### src/rtl/hazard_scoreboard_pkg.sv
// Shared pipeline definitions for the ID-stage hazard scoreboard.
package hazard_scoreboard_pkg;

  localparam int unsigned REG_IDX_W = 5;
  localparam int unsigned NREG      = 32;

  localparam logic [REG_IDX_W-1:0] X0 = 5'd0;

  // Stall holds PC and IF/ID; bubble zeroes ID/EX control bits.
  typedef struct packed {
    logic stall;
    logic bubble;
  } pipe_ctrl_t;

  // True when a used source operand names the given destination.
  function automatic logic src_match(input logic                 used,
                                     input logic [REG_IDX_W-1:0] rs,
                                     input logic [REG_IDX_W-1:0] rd);
    return used && (rs == rd);
  endfunction

endpackage

### src/rtl/hazard_scoreboard_if.sv
// ID/WB-side signal bundle for the hazard scoreboard.
interface hazard_scoreboard_if
  import hazard_scoreboard_pkg::*;
#(
  parameter int unsigned NREG = 32
) ();

  logic                 id_valid_i;
  logic [REG_IDX_W-1:0] id_rs1_i;
  logic [REG_IDX_W-1:0] id_rs2_i;
  logic                 id_rs1_used_i;
  logic                 id_rs2_used_i;
  logic [REG_IDX_W-1:0] id_rd_i;
  logic                 id_regwrite_i;
  logic                 id_memread_i;
  logic                 flush_i;
  logic                 mem_stall_i;
  logic                 wb_valid_i;
  logic [REG_IDX_W-1:0] wb_rd_i;
  logic                 wb_regwrite_i;
  logic                 stall_o;
  logic                 bubble_o;
  logic [NREG-1:0]      pending_o;
  logic                 err_o;

  // Pipeline side: drives decode/retire information, consumes controls.
  modport master (
    output id_valid_i, id_rs1_i, id_rs2_i, id_rs1_used_i, id_rs2_used_i,
    output id_rd_i, id_regwrite_i, id_memread_i, flush_i, mem_stall_i,
    output wb_valid_i, wb_rd_i, wb_regwrite_i,
    input  stall_o, bubble_o, pending_o, err_o
  );

  // Scoreboard side.
  modport slave (
    input  id_valid_i, id_rs1_i, id_rs2_i, id_rs1_used_i, id_rs2_used_i,
    input  id_rd_i, id_regwrite_i, id_memread_i, flush_i, mem_stall_i,
    input  wb_valid_i, wb_rd_i, wb_regwrite_i,
    output stall_o, bubble_o, pending_o, err_o
  );

endinterface

### src/rtl/hazard_scoreboard_counter.sv
// Saturating up/down in-flight writer counter for one register.
module scoreboard_counter #(
  parameter int unsigned CNT_W = 2
) (
  input  logic clk_i,
  input  logic rst_i,
  input  logic inc_i,
  input  logic dec_i,
  output logic nonzero_o,
  output logic ovf_o,
  output logic unf_o
);

  localparam logic [CNT_W-1:0] CNT_MAX = '1;

  logic [CNT_W-1:0] cnt_q, cnt_d;

  // Next count: simultaneous inc/dec cancel; saturate at both ends and flag it.
  always_comb begin
    cnt_d = cnt_q;
    ovf_o = 1'b0;
    unf_o = 1'b0;
    unique case ({inc_i, dec_i})
      2'b10: begin
        if (cnt_q == CNT_MAX) ovf_o = 1'b1;
        else                  cnt_d = cnt_q + 1'b1;
      end
      2'b01: begin
        if (cnt_q == '0) unf_o = 1'b1;
        else             cnt_d = cnt_q - 1'b1;
      end
      default: ;
    endcase
  end

  // Count register.
  always_ff @(posedge clk_i) begin
    if (rst_i) cnt_q <= '0;
    else       cnt_q <= cnt_d;
  end

  assign nonzero_o = (cnt_q != '0);

endmodule

### src/rtl/hazard_scoreboard.sv
// Load-use hazard detector and in-flight writer scoreboard for the ID stage.
module hazard_scoreboard
  import hazard_scoreboard_pkg::*;
#(
  parameter int unsigned NREG  = 32,
  parameter int unsigned CNT_W = 2
) (
  input  logic          clk_i,
  input  logic          rst_i,
  hazard_scoreboard_if.slave sb
);

  logic [REG_IDX_W-1:0] ex_rd_q, ex_rd_d;
  logic                 ex_load_q, ex_load_d;
  logic                 err_q, err_d;
  logic                 hazard;
  logic                 issue;
  pipe_ctrl_t           ctrl;

  logic [NREG-1:1]      inc_v, dec_v, nz_v, ovf_v, unf_v;

  // Load in EXE feeding a source read in ID cannot be forwarded in time.
  always_comb begin
    hazard = sb.id_valid_i && ex_load_q && (ex_rd_q != X0) &&
             (src_match(sb.id_rs1_used_i, sb.id_rs1_i, ex_rd_q) ||
              src_match(sb.id_rs2_used_i, sb.id_rs2_i, ex_rd_q));
    issue  = sb.id_valid_i && !hazard && !sb.flush_i && !sb.mem_stall_i;
    // Flush squashes the ID instruction so it no longer stalls; a freeze never bubbles.
    ctrl.stall  = !rst_i && ((hazard && !sb.flush_i) || sb.mem_stall_i);
    ctrl.bubble = !rst_i && !sb.mem_stall_i && (hazard || sb.flush_i);
  end

  // EXE occupant: hold on freeze, take the issued instruction, else a bubble.
  always_comb begin
    ex_rd_d   = ex_rd_q;
    ex_load_d = ex_load_q;
    if (!sb.mem_stall_i) begin
      if (issue) begin
        ex_rd_d   = sb.id_rd_i;
        ex_load_d = sb.id_memread_i && sb.id_regwrite_i;
      end else begin
        ex_rd_d   = X0;
        ex_load_d = 1'b0;
      end
    end
  end

  // Per-register increment on issue and decrement on retirement; x0 excluded.
  always_comb begin
    inc_v = '0;
    dec_v = '0;
    for (int unsigned r = 1; r < NREG; r++) begin
      inc_v[r] = issue && sb.id_regwrite_i && (sb.id_rd_i == REG_IDX_W'(r));
      dec_v[r] = sb.wb_valid_i && sb.wb_regwrite_i && (sb.wb_rd_i == REG_IDX_W'(r));
    end
  end

  for (genvar g = 1; g < NREG; g++) begin : g_cnt
    scoreboard_counter #(.CNT_W(CNT_W)) u_cnt (
      .clk_i     (clk_i),
      .rst_i     (rst_i),
      .inc_i     (inc_v[g]),
      .dec_i     (dec_v[g]),
      .nonzero_o (nz_v[g]),
      .ovf_o     (ovf_v[g]),
      .unf_o     (unf_v[g])
    );
  end

  // Sticky error: any counter saturating in either direction.
  always_comb begin
    err_d = err_q || (|ovf_v) || (|unf_v);
  end

  // EXE tracking and error registers.
  always_ff @(posedge clk_i) begin
    if (rst_i) begin
      ex_rd_q   <= X0;
      ex_load_q <= 1'b0;
      err_q     <= 1'b0;
    end else begin
      ex_rd_q   <= ex_rd_d;
      ex_load_q <= ex_load_d;
      err_q     <= err_d;
    end
  end

  assign sb.stall_o   = ctrl.stall;
  assign sb.bubble_o  = ctrl.bubble;
  assign sb.pending_o = rst_i ? '0 : {nz_v, 1'b0};
  assign sb.err_o     = err_q;

endmodule

### src/flat_wrapper.sv
// flat-port wrapper written by rule: the top's interface ports become plain ports
module hazard_scoreboard_flat import hazard_scoreboard_pkg::*;
#(
  parameter int unsigned NREG  = 32,
  parameter int unsigned CNT_W = 2
)
  (clk_i, rst_i, sb_id_valid_i, sb_id_rs1_i, sb_id_rs2_i, sb_id_rs1_used_i, sb_id_rs2_used_i, sb_id_rd_i, sb_id_regwrite_i, sb_id_memread_i, sb_flush_i, sb_mem_stall_i, sb_wb_valid_i, sb_wb_rd_i, sb_wb_regwrite_i, sb_stall_o, sb_bubble_o, sb_pending_o, sb_err_o);
  hazard_scoreboard_if #(.NREG(NREG)) sb_i ();
  input  logic clk_i;
  input  logic rst_i;
  input wire logic [$bits(sb_i.id_valid_i)-1:0] sb_id_valid_i;
  input wire logic [$bits(sb_i.id_rs1_i)-1:0] sb_id_rs1_i;
  input wire logic [$bits(sb_i.id_rs2_i)-1:0] sb_id_rs2_i;
  input wire logic [$bits(sb_i.id_rs1_used_i)-1:0] sb_id_rs1_used_i;
  input wire logic [$bits(sb_i.id_rs2_used_i)-1:0] sb_id_rs2_used_i;
  input wire logic [$bits(sb_i.id_rd_i)-1:0] sb_id_rd_i;
  input wire logic [$bits(sb_i.id_regwrite_i)-1:0] sb_id_regwrite_i;
  input wire logic [$bits(sb_i.id_memread_i)-1:0] sb_id_memread_i;
  input wire logic [$bits(sb_i.flush_i)-1:0] sb_flush_i;
  input wire logic [$bits(sb_i.mem_stall_i)-1:0] sb_mem_stall_i;
  input wire logic [$bits(sb_i.wb_valid_i)-1:0] sb_wb_valid_i;
  input wire logic [$bits(sb_i.wb_rd_i)-1:0] sb_wb_rd_i;
  input wire logic [$bits(sb_i.wb_regwrite_i)-1:0] sb_wb_regwrite_i;
  output wire logic [$bits(sb_i.stall_o)-1:0] sb_stall_o;
  output wire logic [$bits(sb_i.bubble_o)-1:0] sb_bubble_o;
  output wire logic [$bits(sb_i.pending_o)-1:0] sb_pending_o;
  output wire logic [$bits(sb_i.err_o)-1:0] sb_err_o;
  assign sb_i.id_valid_i = sb_id_valid_i;
  assign sb_i.id_rs1_i = sb_id_rs1_i;
  assign sb_i.id_rs2_i = sb_id_rs2_i;
  assign sb_i.id_rs1_used_i = sb_id_rs1_used_i;
  assign sb_i.id_rs2_used_i = sb_id_rs2_used_i;
  assign sb_i.id_rd_i = sb_id_rd_i;
  assign sb_i.id_regwrite_i = sb_id_regwrite_i;
  assign sb_i.id_memread_i = sb_id_memread_i;
  assign sb_i.flush_i = sb_flush_i;
  assign sb_i.mem_stall_i = sb_mem_stall_i;
  assign sb_i.wb_valid_i = sb_wb_valid_i;
  assign sb_i.wb_rd_i = sb_wb_rd_i;
  assign sb_i.wb_regwrite_i = sb_wb_regwrite_i;
  assign sb_stall_o = sb_i.stall_o;
  assign sb_bubble_o = sb_i.bubble_o;
  assign sb_pending_o = sb_i.pending_o;
  assign sb_err_o = sb_i.err_o;
  hazard_scoreboard #(.NREG(NREG), .CNT_W(CNT_W)) u_core (.clk_i(clk_i), .rst_i(rst_i), .sb(sb_i));
endmodule
### config.mk
export PLATFORM = sky130hd
export DESIGN_NAME = hazard_scoreboard_flat
export DESIGN_NICKNAME = d
export VERILOG_FILES = /design/src/rtl/hazard_scoreboard_pkg.sv /design/src/rtl/hazard_scoreboard_if.sv /design/src/rtl/hazard_scoreboard_counter.sv /design/src/rtl/hazard_scoreboard.sv /design/src/flat_wrapper.sv
export SDC_FILE = /design/constraint.sdc
export NUM_CORES = 1
export LEC_CHECK = 0
export BUFFER_PORTS_ARGS = -buffer_cell sky130_fd_sc_hd__buf_2
export CORE_AREA = 2 2 107 109
export DETAILED_ROUTE_END_ITERATION = 6
export DIE_AREA = 0 0 109 111
export PLACE_DENSITY = 0.72
export RECOVER_POWER = 100
export SETUP_SLACK_MARGIN = 0.4
export SYNTH_ARGS = -nofsm -noshare
export SYNTH_HDL_FRONTEND = slang
export SYNTH_SLANG_ARGS = --single-unit
### constraint.sdc
create_clock -name clk_i -period 2.05 [get_ports clk_i]
set_input_delay 0.1025 -clock clk_i [delete_from_list [all_inputs] [get_ports clk_i]]
set_output_delay 0.1025 -clock clk_i [all_outputs]
set_load 0.1 [all_outputs]
; Yosys cells after proc, flatten, opt, wreduce, memory -nomap -nowiden
; Index checks and enable logic that the tools add are counted.
[op_classes]
eq_ne = 219
muxes = 220
n_addsub = 62
reduce_logical = 213
[op_table]
columns = cell, count
row1 = "== test 5 bit, second input constant", 32
row2 = two-way mux 1 bit, 125
row3 = "== test 2 bit, second input constant", 62
row4 = two-way mux 2 bit, 62
row5 = "!= test 2 bit, second input constant", 62
row6 = one-hot mux 2 bit (2 select lines), 31
row7 = nonzero test 2 bit, 62
row8 = AND reduction 3 bit, 31
row9 = "== test 5 x 4 -> 1 bit, second input constant", 16
row10 = logical AND 1 bit, 77
row11 = "adder 2 x 1 -> 2 bit, second input constant", 31
row12 = "== test 2 x 1 -> 1 bit, second input constant", 31
row13 = logical NOT 2 bit, 31
row14 = OR reduction 31 bit, 2
row15 = "subtractor 2 x 1 -> 2 bit, second input constant", 31
row16 = "== test 5 x 3 -> 1 bit, second input constant", 8
row17 = two-way mux 32 bit, 1
row18 = "== test 5 x 2 -> 1 bit, second input constant", 4
row19 = "== test 5 x 1 -> 1 bit, second input constant", 2
row20 = == test 5 bit, 2
row21 = logical OR 1 bit, 5
row22 = two-way mux 5 bit, 1
row23 = nonzero test 5 bit, 1
row24 = logical NOT 1 bit, 4
[word_totals]
reg_bits = 69
elab_cells = 748
output_inout_bits = 35
inputBits = 31

; Depth between registers and ports, before layout
[logic_depth]
depth_word = 15
depth_mapped = 10

; Hierarchy
; A second synthesis with hierarchy kept.
[hier_totals]
hier_cells = 678
hier_area_um2 = 5165.0
[by_module_without_submodules]
columns = module, cells_each, area_each_um2, n_inst
row1 = scoreboard_counter, 15, 127.6, 31
row2 = hazard_scoreboard, 213, 1208.7, 1

; Least setup slack after synthesis
; OpenSTA, ideal clock, no wires.
[synth_path]
path_kind = register to output
from = reg u_core.ex_rd_q[1]
to = out sb_bubble_o
setup_slack_ns = -1.587
arrival_ns = 3.534
required_time_ns = 1.947
path_stages_with_launch = 8
cell_sequence = dfxtp_1 xor2_1 nor4_1 a32oi_1 nor2_1 clkbuf_1 nor2_1 nor3_1
[synth_between]
elab_chain_len = 6
word_cells_on_any_way = 10
cone_classes = 2 x eq/ne / 8 x reduce/logical
[synth_lines]
columns = item, line
row1 = from (decl), hazard_scoreboard.sv:13  ; logic [REG_IDX_W-1:0] ex_rd_q, ex_rd_d;
row2 = from (signal assigned), hazard_scoreboard.sv:82  ; ex_rd_q <= ex_rd_d;
row3 = == test 5 bit, hazard_scoreboard_pkg.sv:19  ; return used && (rs == rd);
row4 = logical AND 1 bit, hazard_scoreboard_pkg.sv:19
row5 = logical OR 1 bit, hazard_scoreboard.sv:25  ; (src_match(sb.id_rs1_used_i, sb.id_rs1_i, ex_rd_q) ||
row6 = logical AND 1 bit (*), hazard_scoreboard.sv:24  ; hazard = sb.id_valid_i && ex_load_q && (ex_rd_q != X0) &&
row7 = logical OR 1 bit (*), hazard_scoreboard.sv:30  ; ctrl.bubble = !rst_i && !sb.mem_stall_i && (hazard || sb.flush_i);
row8 = logical AND 1 bit (*), hazard_scoreboard.sv:30
row9 = to (decl), flat_wrapper.sv:25  ; output wire logic [$bits(sb_i.bubble_o)-1:0] sb_bubble_o;
; Mark *: on every way between the ends. The rest lies on a longest branch, timed or not.

; Final worst setup path
[layout_path]
from = reg u_core.ex_rd_q[3]
to = reg u_core.g_cnt[23].u_cnt.cnt_q[0]
[layout_between]
elab_chain_len = 13
word_cells_on_any_way = 21
cone_classes = 6 x eq/ne / 1 x mux / 14 x reduce/logical
[layout_lines]
columns = item, line
row1 = == test 5 bit, hazard_scoreboard_pkg.sv:19
row2 = logical AND 1 bit, hazard_scoreboard_pkg.sv:19
row3 = logical OR 1 bit, hazard_scoreboard.sv:25
row4 = logical AND 1 bit (*), hazard_scoreboard.sv:24
row5 = logical NOT 1 bit (*), hazard_scoreboard.sv:27  ; issue = sb.id_valid_i && !hazard && !sb.flush_i && !sb.mem_stall_i;
row6 = logical AND 1 bit (*) (3 in a row), hazard_scoreboard.sv:27
row7 = logical AND 1 bit (*) (2 in a row), hazard_scoreboard.sv:53  ; inc_v[r] = issue && sb.id_regwrite_i && (sb.id_rd_i == REG_IDX_W'(r));
row8 = == test 2 x 1 -> 1 bit / == test 2 bit (equally long branches), hazard_scoreboard_counter.sv:23  ; unique case ({inc_i, dec_i})
row9 = != test 2 bit (no line) / nonzero test 2 bit (equally long branches), --
row10 = AND reduction 3 bit (no line), --
row11 = to (signal assigned), hazard_scoreboard_counter.sv:39  ; else cnt_q <= cnt_d;
row12 = to (decl), hazard_scoreboard_counter.sv:16  ; logic [CNT_W-1:0] cnt_q, cnt_d;
; Marked as above.
; A chain may end at the register's enable or synchronous reset.

==> flow_summary.ini <==
[timing]
setup_tns_ns = -15.41
tightest_slew_ns = 1.15
finClkSkew_ns = 0.00539
final_max_slew_viol_count = 0
fmax_ghz = 0.404
slew_headroom_pct = 23.4
period_needed_ns = 2.48
finalHoldViolCount = 0
setup_viol = 69
rsz0062_at_grt = true
layout_setup_ws_ns = -0.428
fin_crit_sh_pct = 121

[worst_setup_path]
cp_slowest_cell = or4_4
reg2reg_slack_ns = -0.43
r2r_start = u_core.ex_rd_q[3]$_SDFFE_PP0N_
timing.critical_path.to_type = flip-flop
worstSetupPathType = reg -> reg
required_ns = 2.29
slowest_delay_ns = 0.53
cp_max_fo = 9
r2r_cells = 10
worstPathCellList = or4_4 -> o211ai_2 -> buf_6 -> buf_4 -> o21ai_2 -> buf_6 -> buf_4 -> o31ai_4 -> o41ai_2 -> a211oi_1
critPathLaunch = u_core.ex_rd_q[3]$_SDFFE_PP0N_
start_kind = flip-flop
worstPathArrival_ns = 2.72
worstReg2RegEnd = u_core.g_cnt[23].u_cnt.cnt_q[0]$_SDFFE_PP0P_
crit_end = u_core.g_cnt[23].u_cnt.cnt_q[0]$_SDFFE_PP0P_

[global_routing]
met2_usage_pct = 69.1
met1_usage_pct = 53.7
grt_remaining_overflow = 0
grt_max_degree = 96
grt_util_all_layers_pct = 42.8
grt_pass1_wl_um = 39600
met3_usage_pct = 8.47
gr-max-usage-layer = met2
grt_antenna_before_repair = 0
grt_pass1_vias = 7402

[finish]
fillCellCount = 775
synthToLayoutAreaGrowth_pct = 58.8
fin_nets = 1107
num_antenna_cells = 0
layout-drive-gt1-share_pct = 41.0
stdcell_count = 1224
utilization_pct = 77.3

[power_and_ir_drop]
internal-power_mw = 2.51
p_comb_share_pct = 16.3
power.switching_mw = 1.00
ir_worst_vdd_mv = 0.344
switching_share_pct = 28.6
power_frac_clock_pct = 45.2
power.density_nw_per_um2 = 411
seq_power_share_pct = 38.6
p_leak_nw = 3.17

[clocking]
htree_levels = 3
cts_tree = done
root_buffer = clkbuf_16
numCtsBuffers = 9
clk_pin_slew_worst_paths_ns = 0.06
clock-sinks = 69
clk_latency_ns = 0.35
cts_max_path_buffers = 2

[routing]
avgViaCountPerCell = 6.40
post-route-drc-count = 2
drtIter0Drc = 1015
dr.pass1.iters = 7
routed-via-count = 7828
totalWireLength_um = 26300
wl_per_cell_um = 21.5
final_antenna_net_count = 0

[die]
core_area_sq_um = 11100
initial_utilization_pct = 48.7
num_rows = 39
io-pin-count = 66
die_h_um = 111
die_x_um = 109
die-area_sq_um = 12100

[synthesis]
yosysTopAreaCellShare_pct = 25.6
synth_area_sq_um = 5390
async_reset_ff_share_pct = 0
ys_ff_latch = 69
synthFlopType = dfxtp_1
synth_cells = 809
synth_fp_nets = 840
ys_seq_area_share_pct = 25.6
avgSynthCellArea_sq_um = 6.67
ys_top_cells_by_area = dfxtp_1, nor2_1, nand2_1
synth_edf_count = 0
ys_types = 74
ys_warn_count = 0
yosysTopAreaCell = dfxtp_1

[place]
hpwl_um = 19200
gp_congestion = 1.05
dp.cells = 1180
io_buffers = 64

[outcome]
status = complete, but fails checks
violations = DRC, setup timing

[worst_hold_path]
worstHoldStart = sb_id_memread_i
hp-class = in -> reg

[job]
max-cap-violations = 0
-- stage by stage --
step                instance area, sq um  setup slack (ns)  total power [mW]  hold slack, ns
global route                        8570            -0.486              3.60           0.131
CTS                                 8260            -0.301              3.47          0.0496
detailed placement                  7490            -0.424              1.89           0.408
global placement                    7490            -0.347              1.88           0.378
finish                              8570            -0.428              3.52          0.0901
floorplan                           5640            -0.188              1.63           0.231
-- flip-flops by register name (all words and copies together) (netlist names) --
register                  count
u_core.g_cnt.u_cnt.cnt_q     62
u_core.ex_rd_q                5
u_core.ex_load_q              1
u_core.sb.err_o               1
-- power by group through the flow --
stage               Clock [mW]  Sequential (mW)  Combinational, mW
finish                    1.59             1.36              0.572
global route              1.65             1.36              0.598
CTS                       1.58             1.36              0.533
detailed placement           0             1.39              0.506
global placement             0             1.39              0.498
floorplan                    0             1.40              0.229
-- cells in the final DEF, fill, tap and decap left out, types with 24 or more instances in the layout --
cell        n
a21oi_1    61
buf_2      29
buf_4     201
clkbuf_2   31
dfxtp_1    64
nand2_1    94
nand3_1    34
nor2_1     81
nor2_2     31
nor3_1     31
o21ai_0    24
o21ai_1    26
-- layout make-up --
cell class / instances / area [sq um] / share of cell area [%]
Clock buffer: 9 / 225 / 2.63
Inverter: 14 / 52.6 / 0.613
Tap cell: 143 / 179 / 2.09
Multi-Input combinational cell: 692 / 4470 / 52.2
Timing Repair Buffer: 290 / 2180 / 25.5
Sequential cell: 69 / 1390 / 16.2
Clock inverter: 7 / 66.3 / 0.774
-- Yosys cell counts, types with 4 or more instances --
cell type	n
nor2b_1	8
and2_1	4
dfxtp_1	69
a211oi_1	7
o21a_1	5
o41ai_1	4
o21ai_0	69
or4_1	11
or2_2	5
a32oi_1	6
o21bai_1	10
a21oi_1	65
inv_1	14
a221oi_1	4
a31oi_1	17
nand2b_1	16
buf_2	9
clkbuf_1	21
nand2_1	97
mux2i_1	4
nand4_1	22
o31ai_1	4
nand3b_1	15
and3_1	11
or3_1	11
nor3_1	50
nand3_1	42
xor2_1	8
nor2_1	119
nor4_1	15
-- worst max-delay path: cells and delay by family, from the launching register on --
kind | cells | cell delay, ns
AO/OA/AOI/OAI | 5 | 0.89
buffers and inverters | 4 | 0.62
flip-flops | 1 | 0.34
AND/OR/NAND/NOR | 1 | 0.53
-- logic make-up after synthesis --
family | share of synthesized area, %
simple gates | 41.9
flops | 25.6
xor+xnor | 1.62
buf+inv | 3.94
other cells | 0.0695
compound gates | 26.1
mux | 0.742
-- worst min path at each step --
| stage | slack (ns) | endpoint | cells past startpoint |
|---|---|---|---|
| after floorplan | 0.23 | u_core.ex_rd_q[1]$_SDFFE_PP0N_ | 2 |
| after global placement | 0.38 | u_core.ex_load_q$_SDFFE_PP0N_ | 3 |
| after detailed placement | 0.41 | u_core.ex_load_q$_SDFFE_PP0N_ | 3 |
| after CTS | 0.05 | u_core.ex_load_q$_SDFFE_PP0N_ | 3 |
| after global routing | 0.13 | u_core.ex_load_q$_SDFFE_PP0N_ | 3 |
| final | 0.09 | u_core.ex_load_q$_SDFFE_PP0N_ | 3 |
-- metal layers --
metal	vias to the layer above	part of all wire (%)
met5	-	0
met2	537	46
met1	3640	40
met3	126	9.0
li1	3525	-
met4	0	5.4
-- timing repair --
item                                    4_1_cts  5_1_grt
resized for setup                           102       40
endpoints found under the setup margin       71       71
hold buffers                                  0        0
buffers inserted                             14       14
endpoints found under the hold margin         0        0
gates cloned                                  0        0
pin swaps                                    36       14
No activity file was read; power rests on OpenSTA's default activity.
